<file path="config.mk">
export PLATFORM = sky130hd
export DESIGN_NAME = mcpu_fetch_queue_flat
export DESIGN_NICKNAME = d
export VERILOG_FILES = /design/src/rtl/mcpu_fetch_queue_if.sv /design/src/rtl/mcpu_fetch_queue.sv /design/src/flat_wrapper.sv
export SDC_FILE = /design/constraint.sdc
export NUM_CORES = 1
export LEC_CHECK = 0
export ABC_AREA = 1
export CORE_MARGIN = 1.5
export CORE_UTILIZATION = 55
export DETAILED_ROUTE_END_ITERATION = 6
export PLACE_DENSITY_LB_ADDON = 0.12
export SETUP_SLACK_MARGIN = 0.02
export SLEW_MARGIN = 20
export SYNTH_ARGS = -nofsm -noshare
export SYNTH_HDL_FRONTEND = slang
export SYNTH_SLANG_ARGS = --single-unit
export TNS_END_PERCENT = 50
</file>
<file path="constraint.sdc">
create_clock -name clk -period 4.22 [get_ports clk]
set_input_delay 0.844 -clock clk [delete_from_list [all_inputs] [get_ports clk]]
set_output_delay 0.844 -clock clk [all_outputs]
set_load 0.02 [all_outputs]
</file>
<file path="src/rtl/mcpu_fetch_queue_if.sv">
// mcpu_fetch_queue_if: instruction-port, decode handshake and redirect bundle for the fetch queue
interface mcpu_fetch_queue_if #(
  parameter int WORD_SIZE  = 16,
  parameter int ADDR_WIDTH = 8,
  parameter int DEPTH      = 4
);
  logic                    imem_req;
  logic [ADDR_WIDTH-1:0]   imem_addr;
  logic [WORD_SIZE-1:0]    imem_rdata;
  logic                    instr_valid;
  logic                    instr_ready;
  logic [WORD_SIZE-1:0]    instr_word;
  logic [ADDR_WIDTH-1:0]   instr_pc;
  logic                    redirect;
  logic [ADDR_WIDTH-1:0]   redirect_pc;
  logic [$clog2(DEPTH):0]  occupancy;
  modport master (
    output imem_req, imem_addr, instr_valid, instr_word, instr_pc, occupancy,
    input  imem_rdata, instr_ready, redirect, redirect_pc
  );
  modport slave (
    input  imem_req, imem_addr, instr_valid, instr_word, instr_pc, occupancy,
    output imem_rdata, instr_ready, redirect, redirect_pc
  );
endinterface

</file>
<file path="src/rtl/mcpu_fetch_queue.sv">
// mcpu_fetch_queue: sequential prefetch into a small FIFO with redirect flush; define MCPU_FETCH_BYPASS_EN for same-cycle bypass of an empty FIFO
module mcpu_fetch_queue #(
  parameter int WORD_SIZE  = 16,
  parameter int ADDR_WIDTH = 8,
  parameter int DEPTH      = 4
) (
  input logic clk,
  input logic reset,
  mcpu_fetch_queue_if.master bus
);
  localparam int PW = $clog2(DEPTH);
  localparam int CW = PW + 1;
  logic [ADDR_WIDTH-1:0] fpc, infl_pc;
  logic                  infl, kill;
  logic [WORD_SIZE-1:0]  mem_w  [DEPTH];
  logic [ADDR_WIDTH-1:0] mem_pc [DEPTH];
  logic [PW-1:0]         rptr, wptr;
  logic [CW-1:0]         count;
  logic                  has, arrive, byp, pop, fpop, push;
  assign has    = count != '0;
  assign arrive = infl && !kill;
`ifdef MCPU_FETCH_BYPASS_EN
  assign byp = arrive && !has;
`else
  assign byp = 1'b0;
`endif
  // registered count only: a same-cycle pop never frees a slot for issue
  assign bus.imem_req    = !reset && !bus.redirect && (int'(count) + int'(infl) < DEPTH);
  assign bus.imem_addr   = fpc;
  assign bus.instr_valid = has || byp;
  assign bus.instr_word  = has ? mem_w[rptr]  : byp ? bus.imem_rdata : '0;
  assign bus.instr_pc    = has ? mem_pc[rptr] : byp ? infl_pc        : '0;
  assign bus.occupancy   = count;
  assign pop  = bus.instr_valid && bus.instr_ready && !bus.redirect;
  assign fpop = pop && has;
  // a bypassed word consumed in its arrival cycle never enters storage
  assign push = arrive && !bus.redirect && !(byp && pop);
  always_ff @(posedge clk) begin
    if (reset) begin
      fpc     <= '0;
      infl    <= 1'b0;
      infl_pc <= '0;
      kill    <= 1'b0;
      rptr    <= '0;
      wptr    <= '0;
      count   <= '0;
    end else begin
      infl <= bus.imem_req;
      kill <= bus.redirect && infl;
      if (bus.imem_req) begin
        fpc     <= fpc + 1'b1;
        infl_pc <= fpc;
      end
      if (bus.redirect) begin
        fpc   <= bus.redirect_pc;
        rptr  <= '0;
        wptr  <= '0;
        count <= '0;
      end else begin
        rptr  <= rptr + PW'(fpop);
        wptr  <= wptr + PW'(push);
        count <= count + CW'(push) - CW'(fpop);
      end
    end
  end
  always_ff @(posedge clk) begin
    if (push) begin
      mem_w[wptr]  <= bus.imem_rdata;
      mem_pc[wptr] <= infl_pc;
    end
  end
endmodule
</file>
<file path="src/flat_wrapper.sv">
// flat-port wrapper written by rule: the top's interface ports become plain ports
module mcpu_fetch_queue_flat 
#(
  parameter int WORD_SIZE  = 16,
  parameter int ADDR_WIDTH = 8,
  parameter int DEPTH      = 4
)
  (clk, reset, bus_imem_req, bus_imem_addr, bus_instr_valid, bus_instr_word, bus_instr_pc, bus_occupancy, bus_imem_rdata, bus_instr_ready, bus_redirect, bus_redirect_pc);
  mcpu_fetch_queue_if #(.WORD_SIZE(WORD_SIZE), .ADDR_WIDTH(ADDR_WIDTH), .DEPTH(DEPTH)) bus_i ();
  input logic clk;
  input logic reset;
  output wire logic [$bits(bus_i.imem_req)-1:0] bus_imem_req;
  output wire logic [$bits(bus_i.imem_addr)-1:0] bus_imem_addr;
  output wire logic [$bits(bus_i.instr_valid)-1:0] bus_instr_valid;
  output wire logic [$bits(bus_i.instr_word)-1:0] bus_instr_word;
  output wire logic [$bits(bus_i.instr_pc)-1:0] bus_instr_pc;
  output wire logic [$bits(bus_i.occupancy)-1:0] bus_occupancy;
  input wire logic [$bits(bus_i.imem_rdata)-1:0] bus_imem_rdata;
  input wire logic [$bits(bus_i.instr_ready)-1:0] bus_instr_ready;
  input wire logic [$bits(bus_i.redirect)-1:0] bus_redirect;
  input wire logic [$bits(bus_i.redirect_pc)-1:0] bus_redirect_pc;
  assign bus_imem_req = bus_i.imem_req;
  assign bus_imem_addr = bus_i.imem_addr;
  assign bus_instr_valid = bus_i.instr_valid;
  assign bus_instr_word = bus_i.instr_word;
  assign bus_instr_pc = bus_i.instr_pc;
  assign bus_occupancy = bus_i.occupancy;
  assign bus_i.imem_rdata = bus_imem_rdata;
  assign bus_i.instr_ready = bus_instr_ready;
  assign bus_i.redirect = bus_redirect;
  assign bus_i.redirect_pc = bus_redirect_pc;
  mcpu_fetch_queue #(.WORD_SIZE(WORD_SIZE), .ADDR_WIDTH(ADDR_WIDTH), .DEPTH(DEPTH)) u_core (.clk(clk), .reset(reset), .bus(bus_i));
endmodule
</file>
==> run_results.csv <==
group,metric,value,unit
min_path,hold_class,"flop to flop",
worst_setup_path,critPathMaxFanout,25,
finish,final_core_util,71.8,%
clock_tree,clk_latency,510,ps
logic_synthesis,synth_cell_type_count,28,
timing,rsz0062_at_grt,"false",
route,first_pass_iters,5,
global_routing,met1_usage,27.9,%
floorplan,die_h,97.7,um
worst_setup_path,cp-start-kind,"flop",
logic_synthesis,yosys_warnings,0,
global_routing,grt_antenna_before_repair,0,
worst_setup_path,crit_required,3380,ps
pwr,p_total,2.81,mW
timing,worst_pin_slew,705,ps
worst_setup_path,crit_arrival,2760,ps
timing,worst_hold_slack,497,ps
route,routed-via-count,3475,
logic_synthesis,ys_seq_elements,121,
clock_tree,post-cts-setup-buffer-count,0,
floorplan,io_pins,65,
route,remaining_drc_errors,0,
global_routing,grt_max_degree,49,
logic_synthesis,yosysSeqAreaShare,68.5,%
placed_design,gp_congestion,0.846,
finish,post_route_cells_drive_above_1_share,8.61,%
worst_setup_path,crit_family,"buffers and inverters",
logic_synthesis,syn_area,4940,um2
placed_design,placement.io_buffers,64,
finish,area_growth,26.9,%
global_routing,grt_pass1_vias,3425,
finish,nFillCells,613,
timing,slew_violations,0,
timing,fin_crit,3600,ps
route,wl_per_cell,15.2,um
timing,fin_crit_sh,85.3,%
logic_synthesis,syn_area_per_cell,10.7,um2
clock_tree,postCtsHoldBufs,0,
route,via_per_inst,5.31,
finish,n_antenna_cell,0,
clock_tree,cts.repair.resized,0,
clock_tree,clkSinkCount,121,
clock_tree,cts_tree,"done",
timing,max_freq,278,MHz
job,drv_cap,0,
worst_setup_path,cp_slowest_cell,"clkdlybuf4s50_1",
pwr,power_density,449,nW/um2
finish,num-nets-final,567,
clock_tree,cts_made_buffers,17,
worst_setup_path,worstSetupPathType,"flop to primary output",
floorplan,core,8720,um2
global_routing,use_met3,5.58,%
timing,slew_headroom,52.9,%
logic_synthesis,synthCells,463,
worst_setup_path,max_stage_delay,640,ps
logic_synthesis,syn_nets,496,
global_routing,track_usage,22.7,%
timing,clock_skew,5.84,ps
pwr,p_leak,2.28,nW
finish,final_common_cell,"nor2_1",
floorplan,die_area,9550,um2
clock_tree,cts-root-buf,"clkbuf_8",
outcome,status,"complete, no violations",
worst_setup_path,cp_num_buf_inv,4,
floorplan,rows,34,
pwr,ir_drop,0.000206,V
floorplan,initial_core_util,56.6,%
route,antenna_left,0,
global_routing,grt_busiest_layer,"met2",
clock_tree,cts_buffer_depth,2,
timing,tns,0,ps
timing,finalSetupViolCount,0,
floorplan,fp.dieW,97.7,um
global_routing,grt-ovfl-total,0,
worst_setup_path,cp_common_cell,"buf_4",
route,drt-initial-drc-count,268,
finish,final_cell_mix,"nor2_1, edfxtp_1, clkdlybuf4s50_1",
clock_tree,clk_pin_slew,50,ps
timing,finalHoldViolations,0,
global_routing,grt_pass1_wl,16400,um
placed_design,dpl.hpwl,6000,um
worst_setup_path,path_cells,"buf_4, clkinv_1, buf_4, nor2_1, o21ai_0, a21oi_1, clkdlybuf4s50_1",
global_routing,met2_usage,37.2,%
route,wirelength,9960,um
clock_tree,htreeDepth,4,
worst_setup_path,endpoint_kind,"primary output",
## area by class of cell
| class | instances | area, um2 | share of cell area [%] |
|---|---|---|---|
| flip-flops and latches | 121 | 3380 | 54.0 |
| multi-input cells | 295 | 1380 | 22.0 |
| repair buffers | 75 | 723 | 11.5 |
| clock buffers | 18 | 418 | 6.67 |
| clock inverters | 13 | 135 | 2.16 |
| well taps | 108 | 135 | 2.16 |
| inverters | 24 | 90.1 | 1.44 |
## Yosys cell counts (all sizes together)
master | count | share of area (%)
inv | 23 | 1.7
ha | 4 | 1.0
fa | 1 | 0.41
nor2 | 125 | 9.7
xnor2 | 1 | 0.18
buf | 14 | 1.6
xor2 | 2 | 0.35
o21ai | 56 | 5.7
dfxtp | 25 | 10
clkinv | 1 | 0.076
nand3 | 20 | 2.1
nand4 | 1 | 0.13
o21bai | 2 | 0.30
edfxtp | 96 | 58
clkbuf | 9 | 0.68
nor3 | 7 | 0.81
or2 | 1 | 0.13
a21oi | 31 | 3.1
nand2 | 44 | 3.4
## registers in the layout, indices dropped and copies added, names as in the netlist
signal / flops
u_core.kill: 1
u_core.wptr: 2
u_core.rptr: 2
u_core.bus.occupancy: 3
u_core.infl: 1
u_core.mem_w: 64
u_core.infl_pc: 8
u_core.mem_pc: 32
u_core.bus.imem_addr: 8
## cells by family (layout without fill, tap and decap cells)
kind of cell / count (synthesis) / in the layout / share of synthesized area (%)
xor+xnor: 3 / 3 / 0.532
buf+inv: 47 / 130 / 4.11
flops: 121 / 121 / 68.5
fa+ha+maj: 5 / 5 / 1.42
simple gates: 198 / 198 / 16.3
compound gates: 89 / 89 / 9.12
## metrics by stage
step | setup slack, ps | cell area [um2] | cells
global route | 446 | 6260 | 654
finish | 620 | 6260 | 654
global placement | 881 | 5710 | 623
floorplan | 684 | 4940 | 463
detailed placement | 857 | 5710 | 623
CTS | 577 | 6260 | 654
## where the power goes
part           switching [mW]  internal (mW)  leakage, nW
sequential             0.0184           1.31         1.08
combinational          0.0793         0.0665        0.931
clock                   0.462          0.877        0.269
total                   0.560           2.25         2.28
## routing by layer
layer / part of all wire (%) / up-vias
met5: 0 / -
met4: 2.2 / 0
met3: 5.2 / 20
met2: 50 / 98
met1: 42 / 1624
li1: - / 1733
## worst paths after layout
kind | from | to | slack, ps | cells after the start
max | u_core.rptr[1] | bus_instr_pc[6] | 620 | 7
min | u_core.infl_pc[1] | u_core.mem_pc[0][1] | 500 | 0
max reg2reg | u_core.bus.occupancy[0] | u_core.bus.occupancy[2] | 2070 | 9
min reg2reg | u_core.infl_pc[1] | u_core.mem_pc[0][1] | 500 | 0
Note: power is estimated with default switching activity, not from simulation.
